## src/rtl/vga_pkg.sv

```systemverilog
// Shared VGA geometry, pixel layout and sprite configuration types for the
// pixel-generation blocks that sit upstream of the VGA timing block.
package vga_pkg;

  localparam int H_ACTIVE  = 640;
  localparam int V_ACTIVE  = 480;
  localparam int LOOKAHEAD = 2;
  localparam int PIX_W     = 12;
  localparam int COL_W     = 10;
  localparam int ROW_W     = 9;

  // Pixel word is bbbb_gggg_rrrr
  localparam int CH_W  = 4;
  localparam int R_LSB = 0;
  localparam int G_LSB = 4;
  localparam int B_LSB = 8;

  typedef logic [PIX_W-1:0] pix_t;

  typedef struct packed {
    logic             en;
    logic [COL_W-1:0] x;
    logic [ROW_W-1:0] y;
  } spr_cfg_t;

  function automatic pix_t make_pix(input logic [CH_W-1:0] b,
                                    input logic [CH_W-1:0] g,
                                    input logic [CH_W-1:0] r);
    pix_t p;
    p = '0;
    p[B_LSB +: CH_W] = b;
    p[G_LSB +: CH_W] = g;
    p[R_LSB +: CH_W] = r;
    return p;
  endfunction

endpackage

```

## src/rtl/sprite_hit.sv

```systemverilog
// Bounding-box test of one sprite against the lookahead position; the
// subtractions wrap so sprites partly left of or above the screen still clip.
module sprite_hit
  import vga_pkg::*;
#(
  parameter int SPR_W = 32,
  parameter int SPR_H = 32
) (
  input  logic [COL_W-1:0]         la_col,
  input  logic [ROW_W-1:0]         row,
  input  spr_cfg_t                 cfg,
  output logic                     hit,
  output logic [$clog2(SPR_W)-1:0] dx,
  output logic [$clog2(SPR_H)-1:0] dy
);

  localparam int XW = $clog2(SPR_W);
  localparam int YW = $clog2(SPR_H);

  logic [COL_W-1:0] dx_full;
  logic [ROW_W-1:0] dy_full;

  // Power-of-two sizes: "offset < size" is the same as "upper offset bits zero"
  always_comb begin
    dx_full = la_col - cfg.x;
    dy_full = row - cfg.y;
    hit     = cfg.en && (dx_full[COL_W-1:XW] == '0) && (dy_full[ROW_W-1:YW] == '0);
    dx      = dx_full[XW-1:0];
    dy      = dy_full[YW-1:0];
  end

endmodule

```

## src/rtl/sprite_compositor.sv

```systemverilog
// Composites NSPR ROM-backed sprites over a flat background, two cycles ahead
// of the VGA address so the registered pixel lines up with col_addr.
module sprite_compositor
  import vga_pkg::*;
#(
  parameter int         NSPR     = 4,
  parameter int         SPR_W    = 32,
  parameter int         SPR_H    = 32,
  parameter logic [11:0] BG_COLOR = 12'h000,
  parameter logic [11:0] TRANSP   = 12'hF0F,
  localparam int        IW       = $clog2(NSPR),
  localparam int        XW       = $clog2(SPR_W),
  localparam int        YW       = $clog2(SPR_H),
  localparam int        AW       = IW + YW + XW
) (
  input  logic             vga_clk,
  input  logic             rst,
  input  logic [ROW_W-1:0] row_addr,
  input  logic [COL_W-1:0] col_addr,
  input  logic             vs,
  output logic [PIX_W-1:0] pixel,
  output logic [AW-1:0]    rom_addr,
  input  logic [PIX_W-1:0] rom_data,
  input  logic             cfg_valid,
  output logic             cfg_ready,
  input  logic [IW-1:0]    cfg_idx,
  input  logic [COL_W-1:0] cfg_x,
  input  logic [ROW_W-1:0] cfg_y,
  input  logic             cfg_en
);

  logic [COL_W-1:0] la_col;
  logic             act_c;
  logic             act_q;
  logic             hit_q;
  logic             vs_q;
  logic             commit;
  logic             cfg_wr;

  spr_cfg_t pend_cfg [NSPR];
  spr_cfg_t act_cfg  [NSPR];

  logic [NSPR-1:0] hits;
  logic [XW-1:0]   dx [NSPR];
  logic [YW-1:0]   dy [NSPR];

  logic          win_hit;
  logic [IW-1:0] win_idx;
  logic [XW-1:0] win_dx;
  logic [YW-1:0] win_dy;

  assign la_col = col_addr + COL_W'(LOOKAHEAD);
  assign act_c  = (la_col < COL_W'(H_ACTIVE)) && (row_addr < ROW_W'(V_ACTIVE));

  for (genvar g = 0; g < NSPR; g++) begin : g_hit
    sprite_hit #(
      .SPR_W (SPR_W),
      .SPR_H (SPR_H)
    ) u_hit (
      .la_col (la_col),
      .row    (row_addr),
      .cfg    (act_cfg[g]),
      .hit    (hits[g]),
      .dx     (dx[g]),
      .dy     (dy[g])
    );
  end

  // Scan from the top index down so the lowest hitting index is left standing
  always_comb begin
    win_hit = 1'b0;
    win_idx = '0;
    win_dx  = '0;
    win_dy  = '0;
    for (int i = NSPR - 1; i >= 0; i--) begin
      if (hits[i]) begin
        win_hit = 1'b1;
        win_idx = IW'(i);
        win_dx  = dx[i];
        win_dy  = dy[i];
      end
    end
    rom_addr = win_hit ? {win_idx, win_dy, win_dx} : '0;
  end

  // The commit owns the banks for its one cycle, so writes are held off then
  assign commit    = vs_q && !vs;
  assign cfg_ready = !commit;
  assign cfg_wr    = cfg_valid && cfg_ready;

  always_ff @(posedge vga_clk or posedge rst) begin
    if (rst) begin
      vs_q <= 1'b1;
      for (int i = 0; i < NSPR; i++) begin
        pend_cfg[i] <= '0;
        act_cfg[i]  <= '0;
      end
    end else begin
      vs_q <= vs;
      if (cfg_wr) begin
        pend_cfg[cfg_idx] <= '{en: cfg_en, x: cfg_x, y: cfg_y};
      end
      if (commit) begin
        for (int i = 0; i < NSPR; i++) begin
          act_cfg[i] <= pend_cfg[i];
        end
      end
    end
  end

  // rom_data arrives alongside act_q/hit_q, one cycle after rom_addr
  always_ff @(posedge vga_clk or posedge rst) begin
    if (rst) begin
      act_q <= 1'b0;
      hit_q <= 1'b0;
      pixel <= '0;
    end else begin
      act_q <= act_c;
      hit_q <= win_hit;
      if (!act_q) begin
        pixel <= '0;
      end else if (hit_q && (rom_data != TRANSP)) begin
        pixel <= rom_data;
      end else begin
        pixel <= BG_COLOR;
      end
    end
  end

endmodule

```

## config.mk

```make
export PLATFORM = sky130hd
export DESIGN_NAME = sprite_compositor
export DESIGN_NICKNAME = d
export VERILOG_FILES = /design/src/rtl/vga_pkg.sv /design/src/rtl/sprite_hit.sv /design/src/rtl/sprite_compositor.sv
export SDC_FILE = /design/constraint.sdc
export NUM_CORES = 1
export LEC_CHECK = 0
export ABC_AREA = 1
export CAP_MARGIN = 20
export CORE_MARGIN = 5
export CORE_UTILIZATION = 50
export CTS_CLUSTER_DIAMETER = 200
export DETAILED_ROUTE_END_ITERATION = 12
export GPL_TIMING_DRIVEN = 0
export PLACE_DENSITY = 0.82
export SYNTH_ARGS = -nofsm -noshare
export SYNTH_HDL_FRONTEND = slang
export SYNTH_SLANG_ARGS = --single-unit
```

## constraint.sdc

```tcl
create_clock -name vga_clk -period 11.15 [get_ports vga_clk]
set_clock_uncertainty 0.1 [all_clocks]
set_input_delay 2.23 -clock vga_clk [delete_from_list [all_inputs] [get_ports vga_clk]]
set_output_delay 2.23 -clock vga_clk [all_outputs]
set_load 0.01 [all_outputs]
```

Yosys cells after proc, flatten, opt, wreduce, memory -nomap -nowiden
Cells that the tools add are included.
- register bits: 175
- input bits: 57
- output and inout bits: 25
- add/subtract/negate cells: 9
- $lt $le $gt $ge: 4
- equal/unequal tests: 1
- multiplexer cells: 22
- bitwise logic cells: 1
- reductions and logical operators: 23
- operator list (operator ; number):
    $bwmux 80 ; 1
    $demux 20 s2 ; 1
    $mux 5 ; 8
    $sub 10x10->10 ; 4
    $mux 12 ; 3
    $sub 9x9->9 ; 4
    $logic_not 5->1 ; 4
    $mux 20 ; 1
    $logic_not 4->1 ; 4
    $logic_and 1x1->1 ; 13
    $ne 12x12->1 const B ; 1
    $add 10x2->10 const B ; 1
    $lt 10x10->1 const B ; 1
    $lt 9x9->1 const B ; 1
    $mux 2 ; 4
    $mux 1 ; 4
    $ge 3x3->1 const B ; 1
    $lt 3x1->1 const B ; 1
    $not 2->3 ; 1
    $logic_not 1->1 ; 2

Depth between registers and ports, before layout
- depth after elaboration: 10
- depth in mapped cells: 21
- gate-level depth less buffers: 20

By module
A second synthesis with hierarchy kept.
- cell total of the unflattened synthesis: 1576
- area, all modules: 11010.6 sq um
- by module, submodules not included (module ; times used ; cells each ; area each (sq um) ; seq. area each (sq um)):
    sprite_compositor ; 1 ; 780 ; 6900.4 ; 4380.5
    sprite_hit (g_hit[1].u_hit ...) ; 2 ; 199 ; 1022.2 ; 0.0
    sprite_hit (g_hit[0].u_hit) ; 1 ; 201 ; 1041.0 ; 0.0
    sprite_hit (g_hit[3].u_hit) ; 1 ; 197 ; 1024.7 ; 0.0

Least setup slack after synthesis
No wires, ideal clock.
- kind: input-to-output
- start point: input col_addr[1]
- end point: output rom_addr[0]
- data arrival time: 4.619 ns
- path slack: 4.201 ns
- stages: 19
- cell sequence: ha_1 nand2_2 nor2_2 xor2_1 ha_1 nand2_1 inv_1 a21oi_1 nand2_1 nand2_1 nand2_1 nor2_1 nand2_1 nor2_4 nand3_4 buf_6 nand2_2 nand3_2 a21oi_2
- cells in the longest elaborated chain, start to end: 10
- elaborated cells on any way between the ends: 26
- RTL lines (element ; line ; source):
    start: declaration ; sprite_compositor.sv:19 ; input logic [COL_W-1:0] col_addr,
    $add 10x2->10 (*) ; sprite_compositor.sv:52 ; assign la_col = col_addr + COL_W'(LOOKAHEAD);
    $sub 10x10->10 ; sprite_hit.sv:25 ; dx_full = la_col - cfg.x;
    $logic_not 5->1 ; sprite_hit.sv:27 ; hit = cfg.en && (dx_full[COL_W-1:XW] == '0) && (dy_full[ROW_W-1:YW] == '0);
    $logic_and 1x1->1 (2 in series) ; sprite_hit.sv:27 ;
    $mux 5 or $mux 1 (tied branches) (4 in series) ; sprite_compositor.sv:76 ; if (hits[i]) begin
    $mux 12 (*) ; sprite_compositor.sv:83 ; rom_addr = win_hit ? {win_idx, win_dy, win_dx} : '0;
    end: declaration ; sprite_compositor.sv:22 ; output logic [AW-1:0] rom_addr,
Mark *: on every way between the ends. The rest lies on a longest branch, timed or not.

Worst setup path in the final report
Ends and elaborated chain as after synthesis.

==> results by group <==
STA
  • Actual slew at the worst max-slew pin: 821 ps
  • RSZ-0062 raised after global routing: false
  • Slew Limit Fails: 0
  • Setup_tns: 0 ps
  • Final Cycle Share: 83.6%
  • Fin crit period: 9320 ps
  • Endpoints failing setup: 0
  • Fmax: 107 MHz
  • Final hold violation count: 0
  • Hold_ws: 378 ps
  • Max-slew headroom: 45.1%

Clock network
  • Worst-path clk slew: 60 ps
  • CTS tree: yes
  • Hold-fix buffers, CTS: 0
  • Htree depth: 4
  • CTS Buf Count: 17
  • Post-CTS setup repair buffer count: 0
  • CTS Sinks: 175
  • Post-CTS resize count: 0
  • Worst-Skew Late Latency: 430 ps
  • Clock root cell: clkbuf_16
  • CTS max path bufs: 2

Global route
  • Vias in the first global route: 10,100
  • First-pass GRT wire length: 51.7 mm
  • Initial antenna violation count: 0
  • GR Util All Layers: 25.2%
  • Largest net degree at the start of global routing: 92
  • Overflow after GRT: 0

Final layout
  • Fin cells: 1,976
  • Leading cell type in the layout, fill and taps excluded: nand2_1
  • Antenna cells: 0
  • Layout cells sized above 1: 5.03%
  • Register area: 4380 sq um
  • Area of the multi-input gates: 5710 sq um
  • Final Net Count: 1,812
  • Commonest non-fill, non-tap cells in the layout: nand2_1, inv_1, dfrtp_1
  • Area Overhead vs Synth: 15.4%
  • Fillers: 2,014

Power
  • VDD IR max: 0.113 mV
  • Combinational Power Share: 37.1%
  • P_sw: 0.847 mW
  • Seq pwr share: 37.3%
  • Power per Cell Area: 167 nW/um^2
  • LEAKAGE: 6.83 nW
  • Sw frac: 39.0%
  • Int Pwr: 1.33 mW
  • Clock Power Share: 25.6%

Setup path
  • Crit. End Element: output port
  • Worst Path Arrival: 6990 ps
  • R2r startpoint: act_cfg[69]
  • Kind of critical path: in2out
  • Crit start category: input pin
  • CP Max Fanout: 10
  • Critical path required time: 8820 ps
  • Worst setup path start: col_addr[1]

Placed design
  • DP HPWL: 24.8 mm
  • GP Congestion: 0.976
  • Cells after DPL: 1,944
  • Number of port buffers: 80

Drt
  • Iter 0 DRT Violations: 1,038
  • Max Used Layer: met4
  • Met1 WL: 13.9 mm
  • Drt drc: 0
  • Routed wl met3: 2.08 mm
  • Vias per inst: 5.33
  • WL/cell: 16.3 um
  • Routed Antenna Nets: 0
  • 1st-pass router iterations: 5
  • Routed WL: 32.2 mm
  • Via count: 10,500
  • Metal2 WL: 15.1 mm

Synthesis
  • Post-synth cell types: 41
  • Cell area after synthesis: 11,300 sq um
  • Post-synthesis sequential area ratio: 38.8%
  • Syn. warnings: 0
  • Post-synth ARST share: 100%
  • Mapped Nets: 1,712
  • EDFF count, synth: 0
  • Main synth FF type: dfrtp_1
  • Syn_area_per_cell: 7.15 sq um
  • Cell count after synthesis: 1,578
  • Yosys reg bits: 175

Run
  • Max-cap viol count: 0

Min path
  • Hold path start: pend_cfg[69]
  • Worst hold-check path type: reg2reg

Floorplan
  • IO Pins: 82
  • Die X: 160 um
  • Die footprint: 25,700 sq um
  • FP Rows: 55
  • Die Span Y: 160 um
  • Area of the core: 22,400 sq um
  • Initial Util: 50.3%

Status
  • Status: completed
-- cell families (layout without fill, tap and decap cells) --
family	count (synthesis)	in the layout	share of synthesized area, %
simple gates	786	786	29.6
buf+inv	308	421	10.5
compound gates	200	200	9.54
flops	175	175	38.8
fa+ha+maj	77	77	9.07
xor+xnor	32	32	2.48
-- sequential cells by signal, summed over array words and instances (netlist names) --
register  cells
act_q         1
act_cfg      80
hit_q         1
vs_q          1
pend_cfg     80
pixel        12
-- per-stage QoR --
stage | instance area, sq um | util [%] | total power [mW] | setup WS [ps]
2_1_floorplan | 11300 | - | 1.38 | 4080
3_3_place_gp | 12400 | 55.5 | 1.58 | 1960
3_5_place_dp | 12500 | 55.6 | 1.60 | 1940
4_1_cts | 13000 | 58.0 | 2.17 | 1930
5_1_grt | 13000 | 58.0 | 2.32 | 1600
6_report | 13000 | 58.0 | 2.17 | 1830
-- power groups by stage --
stage | sequential, mW | clock, mW | combinational, mW
4_1_cts | 0.806 | 0.563 | 0.796
6_report | 0.810 | 0.556 | 0.807
3_5_place_dp | 0.817 | 0 | 0.787
3_3_place_gp | 0.814 | 0 | 0.763
2_1_floorplan | 0.795 | 0 | 0.582
5_1_grt | 0.820 | 0.586 | 0.914
-- worst paths after layout --
path / to / slack [ps] / cells after the start
hold / removal: act_cfg[69] / 380 / 2
setup / recovery: rom_addr[0] / 1830 / 19
setup reg to reg: hit_q / 8470 / 12
hold reg to reg: act_cfg[69] / 380 / 2
max in group asynchronous: act_cfg[53] / 7910 / 3
min in group asynchronous: pend_cfg[1] / 2220 / 2
-- layer usage --
layer	vias up	GRT usage (%)
met1	4900	33.8
met3	74	3.35
met4	0	9.39
met5	-	0
li1	5145	-
met2	412	41.9
-- cell type report --
cell class	count	share of cell area, %
Clock inverter	12	0.644
Sequential cell	175	33.7
Tap cell	285	2.74
Buffer	43	1.49
Timing Repair Buffer	81	6.36
Multi-Input combinational cell	1095	43.9
Inverter	265	7.70
Clock buffer	20	3.51
-- critical path: stages --
cell	delay (ps)
clkdlybuf4s50_1	840
ha_1	300
nand2_2	80
nor3_1	200
xor2_1	680
ha_1	420
nand2_1	110
inv_1	40
a21oi_1	170
nand2_1	70
nand2_1	80
nand4_1	110
a21oi_1	200
clkbuf_1	420
nand3_1	130
nand2_1	80
inv_1	50
a21oi_2	190
clkdlybuf4s50_1	570
-- cell usage after synthesis, types with 2 or more instances --
cell type  instances  area, sq um
a21oi_1           31          155
a21oi_2           10         87.6
buf_1              5         18.8
buf_2              2         10.0
buf_4              2         15.0
buf_6              3         33.8
clkbuf_1          31          116
dfrtp_1          174         4350
fa_1               8          160
ha_1              69          863
inv_1            263          987
inv_2              2         7.51
nand2_1          538         2020
nand2_2           11         68.8
nand3_1           83          415
nand3_2            8         80.1
nand3b_1           4         30.0
nand4_1           41          257
nand4_2            2         25.0
nor2_1            78          293
nor2_2             3         18.8
nor3_1             8         40.0
nor4_1             2         12.5
o21a_1             4         30.0
o21ai_0          146          731
o21bai_1           3         22.5
or2_2              3         18.8
xnor2_1           17          149
xor2_1            15          131
Power figures use the tool's default switching activity.
==> RTL edit 1: new RTL, same flow settings <==
`SPR_W` is set to 32 in 2 places; all go to 16.
--- a/src/rtl/sprite_hit.sv
+++ b/src/rtl/sprite_hit.sv
@@ -5,3 +5,3 @@
 #(
-  parameter int SPR_W = 32,
+  parameter int SPR_W = 16,
   parameter int SPR_H = 32
--- a/src/rtl/sprite_compositor.sv
+++ b/src/rtl/sprite_compositor.sv
@@ -6,3 +6,3 @@
   parameter int         NSPR     = 4,
-  parameter int         SPR_W    = 32,
+  parameter int         SPR_W    = 16,
   parameter int         SPR_H    = 32,
Interface: changed (resized rom_addr); port bits go from 82 to 81. No check against the original RTL was run, so the function may have changed too.
==> RTL edit 1 against the unedited design <==
Maximum frequency fell by 1.1%; first-iteration DRC count is 32% lower; sequential cell count did not move; area after synthesis shrank 6.0%; count of clock-buffer cells in the layout is 2 lower; global-route usage decreased by 0.86 points; power is 2.4% lower; wire length down 10%; worst setup slack worse by 100 ps; clock power is 13% higher; synthesized cell count decreased by 11%; final area is 4.8% lower; cell count decreased by 9.5%; critical endpoint unchanged.
==> RTL edit 1: results (changes against the unedited design) <==
| Metric | Value |
|---|---|
| Status | `complete, no violations` |
| Seq area share | `35.4% (+1.7 points)` |
| R2R setup slack | `8460 ps (about the same)` |
| Layout Nets | `1634 (-9.8%)` |
| Global-route wire length before repair | `47.2 mm (-8.6%)` |
| Non-clock buffering overhead | `7.92% (+0.063 points)` |
| Metal2 WL | `13.5 mm (-11%)` |
| Met3 Routed Length | `1.77 mm (-15%)` |
| Clk cell area share | `4.95% (+0.80 points)` |
| Pin count of the biggest net entering global routing | `122 (+33%)` |
| Number of library cell types mapped by synthesis | `46 (+12%)` |
| Number of multi-input combinational cells in the layout | `981 (-10%)` |
| Maximum resistive drop on vdd | `0.000107 V (-5.1%)` |
| Total wire length | `28.9 mm (-10%)` |
| Compound-cell area share of the yosys netlist | `11.1% (+1.5 points)` |
| Slew @ Worst Pin | `749 ps (-71.6 ps)` |
| Max frequency | `0.106 GHz (-1.1%)` |
| Top area cells in the synthesized netlist | `dfrtp_1 (41%), nand2_1 (15%), ha_1 (8.1%), inv_1 (7.2%), o21ai_0 (7.1%)` |
| Logic depth of the worst register-to-register path | `13 (+1)` |
| Non-Clock Buffer Count | `118 (-4.8%)` |
| Area of combinational cells with multiple inputs | `5290 um2 (-7.5%)` |
| Post-synthesis share of cell area spent on xor and xnor gates | `2.71% (+0.23 points)` |
| Overall fraction of global-route tracks in use | `24.4% (-0.86 points)` |
| Arrival time at the worst endpoint | `7090 ps (+100 ps)` |
| FILL cells | `1881 (-6.6%)` |
| Count of buffers inserted at the top-level ports | `79 (-1.3%)` |
| Sequential fraction of the synthesis area | `41.3% (+2.5 points)` |
## RTL edit 1: cell types whose count changed in the layout (fill, tap and decap cells not counted), sizes merged, moves of 5 or more
cell,before,now
nand2,550,434
o21ai,147,154
nand4,43,38
inv,270,213
nand3,92,85
nor2,82,71
nand3b,4,9
## RTL edit 1: power by group through the flow
| stage | combinational (mW) | sequential (mW) | clock [mW] |
|---|---|---|---|
| global route | 0.789 | 0.811 | 0.654 |
| floorplan | 0.511 | 0.794 | 0 |
| finish | 0.694 | 0.800 | 0.627 |
| CTS | 0.689 | 0.799 | 0.629 |
| detailed placement | 0.679 | 0.810 | 0 |
| global placement | 0.657 | 0.806 | 0 |
## RTL edit 1: per-stage QoR
step                      instances  power, mW  instance area (um2)
after floorplan                1401       1.30                10600
after global placement         1755       1.46                11700
after detailed placement       1756       1.49                11800
after CTS                      1788       2.12                12400
after global routing           1788       2.25                12400
final                          1788       2.12                12400
## RTL edit 1: worst min path at each step
stage | startpoint | end | slack (ps) | cells after the start
6_report | pend_cfg[34]$_DFFE_PP0P_ | act_cfg[34]$_DFFE_PP0P_ | 370 | 2
3_5_place_dp | act_cfg[59]$_DFFE_PP0P_ | act_cfg[59]$_DFFE_PP0P_ | 360 | 2
4_1_cts | act_cfg[59]$_DFFE_PP0P_ | act_cfg[59]$_DFFE_PP0P_ | 380 | 2
5_1_grt | act_cfg[19]$_DFFE_PP0P_ | act_cfg[19]$_DFFE_PP0P_ | 400 | 2
2_1_floorplan | act_cfg[79]$_DFFE_PP0P_ | act_cfg[79]$_DFFE_PP0P_ | 340 | 2
3_3_place_gp | act_cfg[59]$_DFFE_PP0P_ | act_cfg[59]$_DFFE_PP0P_ | 360 | 2
## RTL edit 1: cell families (layout without fill, tap and decap cells)
family	Yosys count	in the layout
compound gates	221	221
simple gates	651	651
buf+inv	245	357
xor+xnor	32	32
fa+ha+maj	77	77
flops	175	175
## RTL edit 1: layer usage
layer | GRT usage, % | vias to the layer above
met5 | 0 | -
met4 | 8.75 | 0
met3 | 3.50 | 58
met2 | 40.8 | 294
met1 | 32.5 | 4527
li1 | - | 4694
## RTL edit 1: critical path, cell delays in order
cell,delay (ps)
clkdlybuf4s50_1,820
ha_1,310
nand3_2,130
nor2_4,170
xor2_1,590
ha_1,400
nand2_1,100
inv_1,40
a21oi_1,170
nand2_1,80
nand2_1,60
nand2_1,60
nor3_1,170
nand3_1,150
nor2_4,240
nand2_1,170
o21ai_0,390
nand2_1,120
a21oi_2,130
clkdlybuf4s50_1,560
==> RTL edit 2: new RTL, same flow settings <==
Made on the original files. Add an input register stage for `cfg_x`, with the module's reset; this delays it by one clock. The other inputs are not delayed to match.
--- a/src/rtl/sprite_compositor.sv
+++ b/src/rtl/sprite_compositor.sv
@@ -30,2 +30,12 @@
 );
+
+  logic [COL_W-1:0] cfg_x_q;
+
+  always_ff @(posedge vga_clk or posedge rst) begin
+    if (rst) begin
+      cfg_x_q <= '0;
+    end else begin
+      cfg_x_q <= cfg_x;
+    end
+  end
 
@@ -100,3 +110,3 @@
       if (cfg_wr) begin
-        pend_cfg[cfg_idx] <= '{en: cfg_en, x: cfg_x, y: cfg_y};
+        pend_cfg[cfg_idx] <= '{en: cfg_en, x: cfg_x_q, y: cfg_y};
       end
Behaviour: not the same (a bounded check fails within 4 cycles, from zero or initial values and one cycle with rst high).
==> RTL edit 2 against the unedited design <==
Area after synthesis fell by 2.2%; hold slack better by 9.2 ps; combinational power is 9.3% lower; power increased by 1.7%; final area down 1.5%; sequential share of layout area rose by 2.4 points; worst setup slack improved by 170 ps; sequential cell count rose by 10; wire length shrank 6.4%; first-iteration DRC count shrank 9.9%; critical endpoint is now rom_addr[7]; largest cell class unchanged.
==> RTL edit 2: results (changes against the unedited design) <==
| Metric | Value |
|---|---|
| Status | `complete, no violations` |
| Post-detailed-placement cell area | `12200 um2 (-2.1%)` |
| Hold_sp | `pend_cfg[22]$_DFFE_PP0P_` |
| Via-to-Cell Ratio | `5.38 (+1.0%)` |
| Top post-synthesis cells by count | `nand2_1 (427), inv_1 (216), dfrtp_1 (184)` |
| DP HPWL | `23.1 mm (-7.0%)` |
| Terminating pin of the worst hold path | `pend_cfg[22]$_DFFE_PP0P_` |
| Logic depth of the worst register-to-register path | `14 (+2)` |
| GR Layer Usage met3 | `3.70% (+0.34 points)` |
| Maximum resistive drop on vdd | `0.000107 V (-5.4%)` |
| Top area cells in the synthesized netlist | `dfrtp_1 (42%), nand2_1 (15%), ha_1 (7.8%), inv_1 (7.3%), o21ai_0 (6.9%)` |
| Pin count of the biggest net entering global routing | `111 (+21%)` |
| Met1 WL | `13.1 mm (-6.2%)` |
| Arrival time at the worst endpoint | `6820 ps (-170 ps)` |
| R2R setup slack | `8380 ps (-90 ps)` |
| Sequential fraction of the synthesis area | `42.0% (+3.1 points)` |
| Share of cells above drive strength 1 | `4.50% (-0.53 points)` |
| Met1 Use GR | `33.5% (-0.39 points)` |
| Layout Nets | `1676 (-7.5%)` |
| Met2 layer usage reported by global route | `39.3% (-2.6 points)` |
| Switching part of the total | `36.2% (-2.8 points)` |
| Post-synthesis share of cell area spent on xor and xnor gates | `3.01% (+0.52 points)` |
| Adder-cell share of the synthesized area | `9.28% (+0.21 points)` |
| Post-Synthesis Net Count | `1576 (-7.9%)` |
| RD Place Congestion | `0.968 (-0.76%)` |
| Total wire length | `30.2 mm (-6.4%)` |
[RTL edit 2: worst max-delay path, delay by kind of cell]
kind	cells	cell delay [ps]
AO/OA/AOI/OAI	3	570
XOR/XNOR	1	490
adder cells (fa/ha/maj)	2	670
buffers and inverters	3	1410
AND/OR/NAND/NOR	11	1440
[RTL edit 2: through the flow]
| stage | power, mW | setup slack (ps) | utilization (%) | hold WS (ps) | cells |
|---|---|---|---|---|---|
| floorplan | 1.36 | 3790 | - | 342 | 1442 |
| global placement | 1.54 | 1620 | 56.0 | 361 | 1802 |
| detailed placement | 1.57 | 2020 | 56.2 | 368 | 1803 |
| CTS | 2.20 | 1980 | 59.0 | 384 | 1835 |
| global route | 2.35 | 1730 | 59.0 | 403 | 1835 |
| finish | 2.21 | 2000 | 59.0 | 387 | 1835 |
[RTL edit 2: power groups by stage]
stage	logic, mW	clock network, mW	registers, mW
floorplan	0.529	0	0.833
finish	0.732	0.632	0.845
global route	0.830	0.667	0.855
detailed placement	0.714	0	0.854
CTS	0.724	0.634	0.842
global placement	0.689	0	0.849
[RTL edit 2: worst max path at each step]
stage,slack (ps),startpoint,to,depth (start not counted)
after detailed placement,2020,col_addr[1],rom_addr[7],20
after global placement,1620,rst,act_cfg[46]$_DFFE_PP0P_,2
final,2000,col_addr[1],rom_addr[7],20
after floorplan,3790,rst,act_cfg[0]$_DFFE_PP0P_,1
after global routing,1730,col_addr[1],rom_addr[7],20
after CTS,1980,col_addr[1],rom_addr[7],20
[RTL edit 2: area by class of cell]
cell class	instances	area (um2)
tap	280	350
inverter	217	822
clock inverter	11	158
clock buffer	21	450
timing repair buffer	81	828
sequential	185	4630
fill	1909	8930
multi-input combinational	996	5400
buffer	44	184
